===== src/rtl/fifo_pkg.sv =====
// Shared definitions for the dual-clock FIFO read side: occupancy states,
// the read-latency legality macro and a width helper for buffer pointers.
`ifndef FIFO_PKG_SV
`define FIFO_PKG_SV

`define FIFO_RD_LATENCY_LEGAL(lat) (((lat) >= 1) && ((lat) <= 2))

package fifo_pkg;

  typedef enum logic [1:0] {
    OCC_EMPTY = 2'd0,
    OCC_PART  = 2'd1,
    OCC_FULL  = 2'd2
  } occ_state_e;

  // Bits needed to encode values 0..n-1, never less than one.
  function automatic int unsigned clog2_min1(input int unsigned n);
    int unsigned w;
    w = 1;
    while ((32'd1 << w) < n) w++;
    return w;
  endfunction

endpackage

`endif


===== src/rtl/fifo_rd_skid.sv =====
// Circular register buffer of DEPTH entries with push/pop, an occupancy
// count and a three-state occupancy FSM that drives the valid flag.
module fifo_rd_skid
  import fifo_pkg::*;
#(
  parameter int unsigned DATA_WIDTH = 8,
  parameter int unsigned DEPTH      = 2,
  parameter int unsigned OCC_WIDTH  = 2
) (
  input  logic                  clk,
  input  logic                  rst_n,
  input  logic                  push,
  input  logic [DATA_WIDTH-1:0] push_data,
  input  logic                  pop,
  output logic                  valid,
  output logic [DATA_WIDTH-1:0] head_data,
  output logic [OCC_WIDTH-1:0]  occ
);

  localparam int unsigned          PW       = clog2_min1(DEPTH);
  localparam logic [PW-1:0]        LAST     = PW'(DEPTH - 1);
  localparam logic [OCC_WIDTH-1:0] FULL_OCC = OCC_WIDTH'(DEPTH);

  logic [DATA_WIDTH-1:0] mem [DEPTH];
  logic [PW-1:0]         head;
  logic [PW-1:0]         tail;
  occ_state_e            state;
  occ_state_e            state_nxt;

  function automatic logic [PW-1:0] ptr_inc(input logic [PW-1:0] p);
    return (p == LAST) ? '0 : p + PW'(1);
  endfunction

  // A push into a full buffer only happens alongside a pop, so tail==head
  // then overwrites the slot being consumed this same edge.
  always_ff @(posedge clk or negedge rst_n) begin
    if (!rst_n) begin
      head <= '0;
      tail <= '0;
      occ  <= '0;
      for (int unsigned i = 0; i < DEPTH; i++) mem[i] <= '0;
    end else begin
      if (push) begin
        mem[tail] <= push_data;
        tail      <= ptr_inc(tail);
      end
      if (pop) head <= ptr_inc(head);
      if (push && !pop)      occ <= occ + OCC_WIDTH'(1);
      else if (pop && !push) occ <= occ - OCC_WIDTH'(1);
    end
  end

  always_ff @(posedge clk or negedge rst_n) begin
    if (!rst_n) state <= OCC_EMPTY;
    else        state <= state_nxt;
  end

  always_comb begin
    state_nxt = state;
    unique case (state)
      OCC_EMPTY: if (push) state_nxt = OCC_PART;
      OCC_PART: begin
        if (push && !pop && (occ == FULL_OCC - OCC_WIDTH'(1)))
          state_nxt = OCC_FULL;
        else if (pop && !push && (occ == OCC_WIDTH'(1)))
          state_nxt = OCC_EMPTY;
      end
      OCC_FULL:  if (pop && !push) state_nxt = OCC_PART;
      default:   state_nxt = OCC_EMPTY;
    endcase
  end

  always_comb begin
    valid     = (state != OCC_EMPTY);
    head_data = mem[head];
  end

endmodule


===== src/rtl/gnrl_dffr.sv =====
// Plain flop with asynchronous active-low reset to zero.
module gnrl_dffr #(
  parameter int unsigned DW = 1
) (
  input  logic          clk,
  input  logic          rst_n,
  input  logic [DW-1:0] dnxt,
  output logic [DW-1:0] qout
);

  always_ff @(posedge clk or negedge rst_n) begin
    if (!rst_n) qout <= '0;
    else        qout <= dnxt;
  end

endmodule


===== src/rtl/fifo_rd_stream.sv =====
// Read-side consumer of the dual-clock FIFO: credit-based read issue, an
// in-flight pipe matching the RAM latency and a skid buffer feeding a
// valid/ready stream. Define FIFO_RD_STREAM_STATS_EN to add stall_cnt.
module fifo_rd_stream
  import fifo_pkg::*;
#(
  parameter int unsigned DATA_WIDTH = 8,
  parameter int unsigned RD_LATENCY = 1,
  parameter int unsigned CNT_WIDTH  = 16
) (
  input  logic                  clk_rd,
  input  logic                  rst_n_rd,
  input  logic                  fifo_empty,
  output logic                  fifo_rd_en,
  input  logic [DATA_WIDTH-1:0] fifo_rd_dout,
  output logic                  m_valid,
  input  logic                  m_ready,
  output logic [DATA_WIDTH-1:0] m_data
`ifdef FIFO_RD_STREAM_STATS_EN
  ,
  output logic [CNT_WIDTH-1:0]  stall_cnt
`endif
);

  localparam int unsigned DEPTH     = RD_LATENCY + 1;
  localparam int unsigned OCC_WIDTH = clog2_min1(DEPTH + 1);
  localparam int unsigned SW        = OCC_WIDTH + 1;

  if (!`FIFO_RD_LATENCY_LEGAL(RD_LATENCY) || (CNT_WIDTH == 0)) begin : g_bad_cfg
    $error("fifo_rd_stream: RD_LATENCY must be 1..2 and CNT_WIDTH non-zero");
  end

  logic [RD_LATENCY-1:0] inflight;
  logic [RD_LATENCY-1:0] inflight_nxt;
  logic [SW-1:0]         nif;
  logic [OCC_WIDTH-1:0]  occ;
  logic                  pop;
  logic                  push;
  logic                  credit_ok;

  assign inflight_nxt = (inflight << 1) | RD_LATENCY'(fifo_rd_en);

  gnrl_dffr #(.DW(RD_LATENCY)) u_inflight (
    .clk   (clk_rd),
    .rst_n (rst_n_rd),
    .dnxt  (inflight_nxt),
    .qout  (inflight)
  );

  always_comb begin
    nif = '0;
    for (int unsigned i = 0; i < RD_LATENCY; i++) nif = nif + SW'(inflight[i]);
  end

  // occ + nif - pop < DEPTH, rearranged so the subtraction cannot wrap.
  assign pop        = m_valid && m_ready;
  assign push       = inflight[RD_LATENCY-1];
  assign credit_ok  = (SW'(occ) + nif) < (SW'(DEPTH) + SW'(pop));
  assign fifo_rd_en = rst_n_rd && !fifo_empty && credit_ok;

  fifo_rd_skid #(
    .DATA_WIDTH (DATA_WIDTH),
    .DEPTH      (DEPTH),
    .OCC_WIDTH  (OCC_WIDTH)
  ) u_skid (
    .clk       (clk_rd),
    .rst_n     (rst_n_rd),
    .push      (push),
    .push_data (fifo_rd_dout),
    .pop       (pop),
    .valid     (m_valid),
    .head_data (m_data),
    .occ       (occ)
  );

`ifdef FIFO_RD_STREAM_STATS_EN
  always_ff @(posedge clk_rd or negedge rst_n_rd) begin
    if (!rst_n_rd)
      stall_cnt <= '0;
    else if (m_valid && !m_ready && (stall_cnt != '1))
      stall_cnt <= stall_cnt + CNT_WIDTH'(1);
  end
`endif

endmodule


===== config.mk =====
export PLATFORM = sky130hd
export DESIGN_NAME = fifo_rd_stream
export DESIGN_NICKNAME = d
export VERILOG_FILES = /design/src/rtl/fifo_pkg.sv /design/src/rtl/fifo_rd_skid.sv /design/src/rtl/gnrl_dffr.sv /design/src/rtl/fifo_rd_stream.sv
export SDC_FILE = /design/constraint.sdc
export NUM_CORES = 1
export LEC_CHECK = 0
export CORE_MARGIN = 8
export CORE_UTILIZATION = 49
export DETAILED_ROUTE_END_ITERATION = 10
export PLACE_DENSITY = 0.73
export REMOVE_ABC_BUFFERS = 1
export SYNTH_ARGS = -nofsm -noshare
export SYNTH_HDL_FRONTEND = slang
export SYNTH_SLANG_ARGS = --single-unit

===== constraint.sdc =====
create_clock -name clk_rd -period 1.9 [get_ports clk_rd]
set_input_delay 0.475 -clock clk_rd [delete_from_list [all_inputs] [get_ports clk_rd]]
set_output_delay 0.475 -clock clk_rd [all_outputs]
set_load 0.005 [all_outputs]

==> results.sh <==
export IMPL_status="finished with violations"
export IMPL_violations="setup timing"
export IMPL_endpoint_kind="output port"
export IMPL_layout_drive_gt1_share_pct=47.3
export IMPL_relSlewSlack_pct=80.8
export IMPL_arrival_ns=1.51
export IMPL_critPathLaunchType="register"
export IMPL_drv_cap=0
export IMPL_path_cells="ha_2, ha_4, o21ai_2, and3_1, buf_2"
export IMPL_worst_pin_slew_ns=0.288
export IMPL_synth_area_um2=1060
export IMPL_cts_tree="yes"
export IMPL_grt_pass1_vias=823
export IMPL_dieArea_um2=3900
export IMPL_crit_type="register to output port"
export IMPL_p_per_area_nw_per_um2=1580
export IMPL_antenna_found_initial=0
export IMPL_crit_required_ns=1.42
export IMPL_p_leak_nw=0.626
export IMPL_multi_input_area_um2=479
export IMPL_setup_violations=1
export IMPL_hold_path_class="register to register"
export IMPL_yosysUniqueCellTypes=20
export IMPL_syn_inst=76
export IMPL_port_buffers=21
export IMPL_min_period_over_period_pct=104
export IMPL_hpwl_um=1580
export IMPL_synthTopCellsByArea="dfrtp_1 55%, mux2_2 26%, ha_1 5.9%, xnor2_1 2.5%, o21ai_0 1.4%"
export IMPL_layout_commonest_cell="mux2_2"
export IMPL_grt_pass1_wl_um=3810
export IMPL_grt_max_degree=24
export IMPL_yosys_warnings=0
export IMPL_layout_nets=130
export IMPL_dp_slack_ns=-0.397
export IMPL_r2r_slack_ns=0.33
export IMPL_slowest_delay_ns=0.41
export IMPL_power_mw=2.23
export IMPL_initial_core_util_pct=49.6
export IMPL_skew_ns=0.00764
export IMPL_overflow=0
export IMPL_synth_top_cell_by_area="dfrtp_1"
export IMPL_cp_slowest_cell="dfrtp_1"
export IMPL_area_delta_synth_final_pct=33.9
export IMPL_period_minus_slack_ns=1.98
export IMPL_fin_hold_ws_ns=0.515
export IMPL_ant_nets=0
export IMPL_gp_congestion=0.655
export IMPL_holdBufCountCts=0
export IMPL_io_pins=22
export IMPL_vias=710
export IMPL_cts_path_max_buffers=2
export IMPL_wl_per_cell_um=16.1
export IMPL_ys_ff_latch=23
export IMPL_crit_fanout=2
export IMPL_max_freq_mhz=504
export IMPL_root_buffer="clkbuf_4"
export IMPL_final_cell_mix="24 x mux2_2, 22 x dfrtp_1, 11 x clkdlybuf4s50_1"
export IMPL_hold_viol=0
export IMPL_syn_area_per_cell_um2=13.9
export IMPL_fillerInstances=177
export IMPL_yosysSeqAreaShare_pct=54.5
export IMPL_die_y_um=62.4
export IMPL_rsz0062_at_grt="yes"
export IMPL_peakVddDrop_mv=0.782
export IMPL_clkLatencyLatePin_ns=0.30
export IMPL_grt_usage_pct=12.1
export IMPL_dr_first_iter_drc_count=9
export IMPL_dieWidth_um=62.4
export IMPL_cts_buffers=3
export IMPL_antenna_cells=0
export IMPL_timing_final_max_slew_violations=0
export IMPL_core_um2=2130
export IMPL_clk_pin_slew_ns=0.12
export IMPL_synthDominantCellAreaShare_pct=54.5
export IMPL_area_sequential_um2=577
export IMPL_viasPerCell=5.07
export IMPL_routed_wl_um=2260
export IMPL_num_rows=17
export IMPL_worst_slack_ns=-0.0849
export IMPL_setup_tns_ns=-0.0849
export IMPL_drc=0
export IMPL_cts_num_sinks=23
export IMPL_drtPass1Iterations=3
export IMPL_cts_htree_levels=1
[worst paths after layout]
path | endpoint | startpoint | depth (start not counted)
worst max-delay path | fifo_rd_en | u_skid.occ[0] | 5
worst min-delay path | u_skid.mem[3] | u_skid.mem[3] | 1
max in group asynchronous | u_skid.head | rst_n_rd | 2
worst max register to register | u_skid.state[0] | u_skid.state[0] | 8
min in group asynchronous | u_skid.head | rst_n_rd | 2
worst min register to register | u_skid.mem[3] | u_skid.mem[3] | 1
[logic make-up (layout without fill, tap and decap cells)]
family,Yosys count,count (layout),share of synthesized area (%)
AOI/OAI and AO/OA,7,7,4.15
adders and majority gates,5,5,5.92
xor gates and xnor gates,4,4,3.32
and+or+nand+nor,8,8,4.62
DFF,23,23,54.5
buffers and inverters,5,41,1.89
muxes,24,24,25.6
[power breakdown]
group          switching, mW  internal, mW
Combinational          0.427         0.709
Sequential             0.144         0.730
Clock                  0.137        0.0818
Total                  0.708          1.52
[state kept, by name, summed over array words and instances, names as in the netlist]
| name | count |
|---|---|
| u_skid.head | 1 |
| u_inflight.qout | 1 |
| u_skid.state | 2 |
| u_skid.occ | 2 |
| u_skid.mem | 16 |
| u_skid.tail | 1 |
[through the flow]
| stage | instances | utilization (%) | cell area [um2] |
|---|---|---|---|
| after detailed placement | 130 | 63.1 | 1340 |
| after CTS | 138 | 65.3 | 1390 |
| after floorplan | 75 | - | 1050 |
| after global placement | 130 | 63.1 | 1340 |
| after global routing | 140 | 66.5 | 1410 |
| final | 140 | 66.5 | 1410 |
[critical path, delay by kind of cell, from the launching register on]
| family | cells | cell delay, ns |
|---|---|---|
| and+or+nand+nor | 1 | 0.16 |
| DFF | 1 | 0.41 |
| buffers and inverters | 1 | 0.13 |
| AOI/OAI and AO/OA | 1 | 0.04 |
| adders and majority gates | 2 | 0.47 |
[synthesized netlist by cell type (all sizes together)]
cell type  number
buf             1
o211ai          1
nand3           1
or2             1
and3            1
o21ai           4
xnor2           3
nand2           2
xor2            1
o22ai           2
nand2b          1
inv             4
nor2            2
dfrtp          23
mux2           24
ha              5
[cell type report]
cell class	instances	area share, %
clock buffer	4	1.86
timing repair buffer	33	19.9
tap	28	2.48
multi-input combinational	48	33.9
inverter	4	1.06
sequential	23	40.8
[per-layer routing]
metal  global-route usage [%]  routed length [um]
met4                     8.26                  77
met1                     13.2                 987
met2                     20.1                1090
met3                     3.41                  99
met5                        0                   0
[timing repair]
action                     CTS  global route
pin swaps                    1             3
resized for setup           18            16
setup buffers                4             2
setup endpoints to repair   10             9
Power figures use the tool's default switching activity.
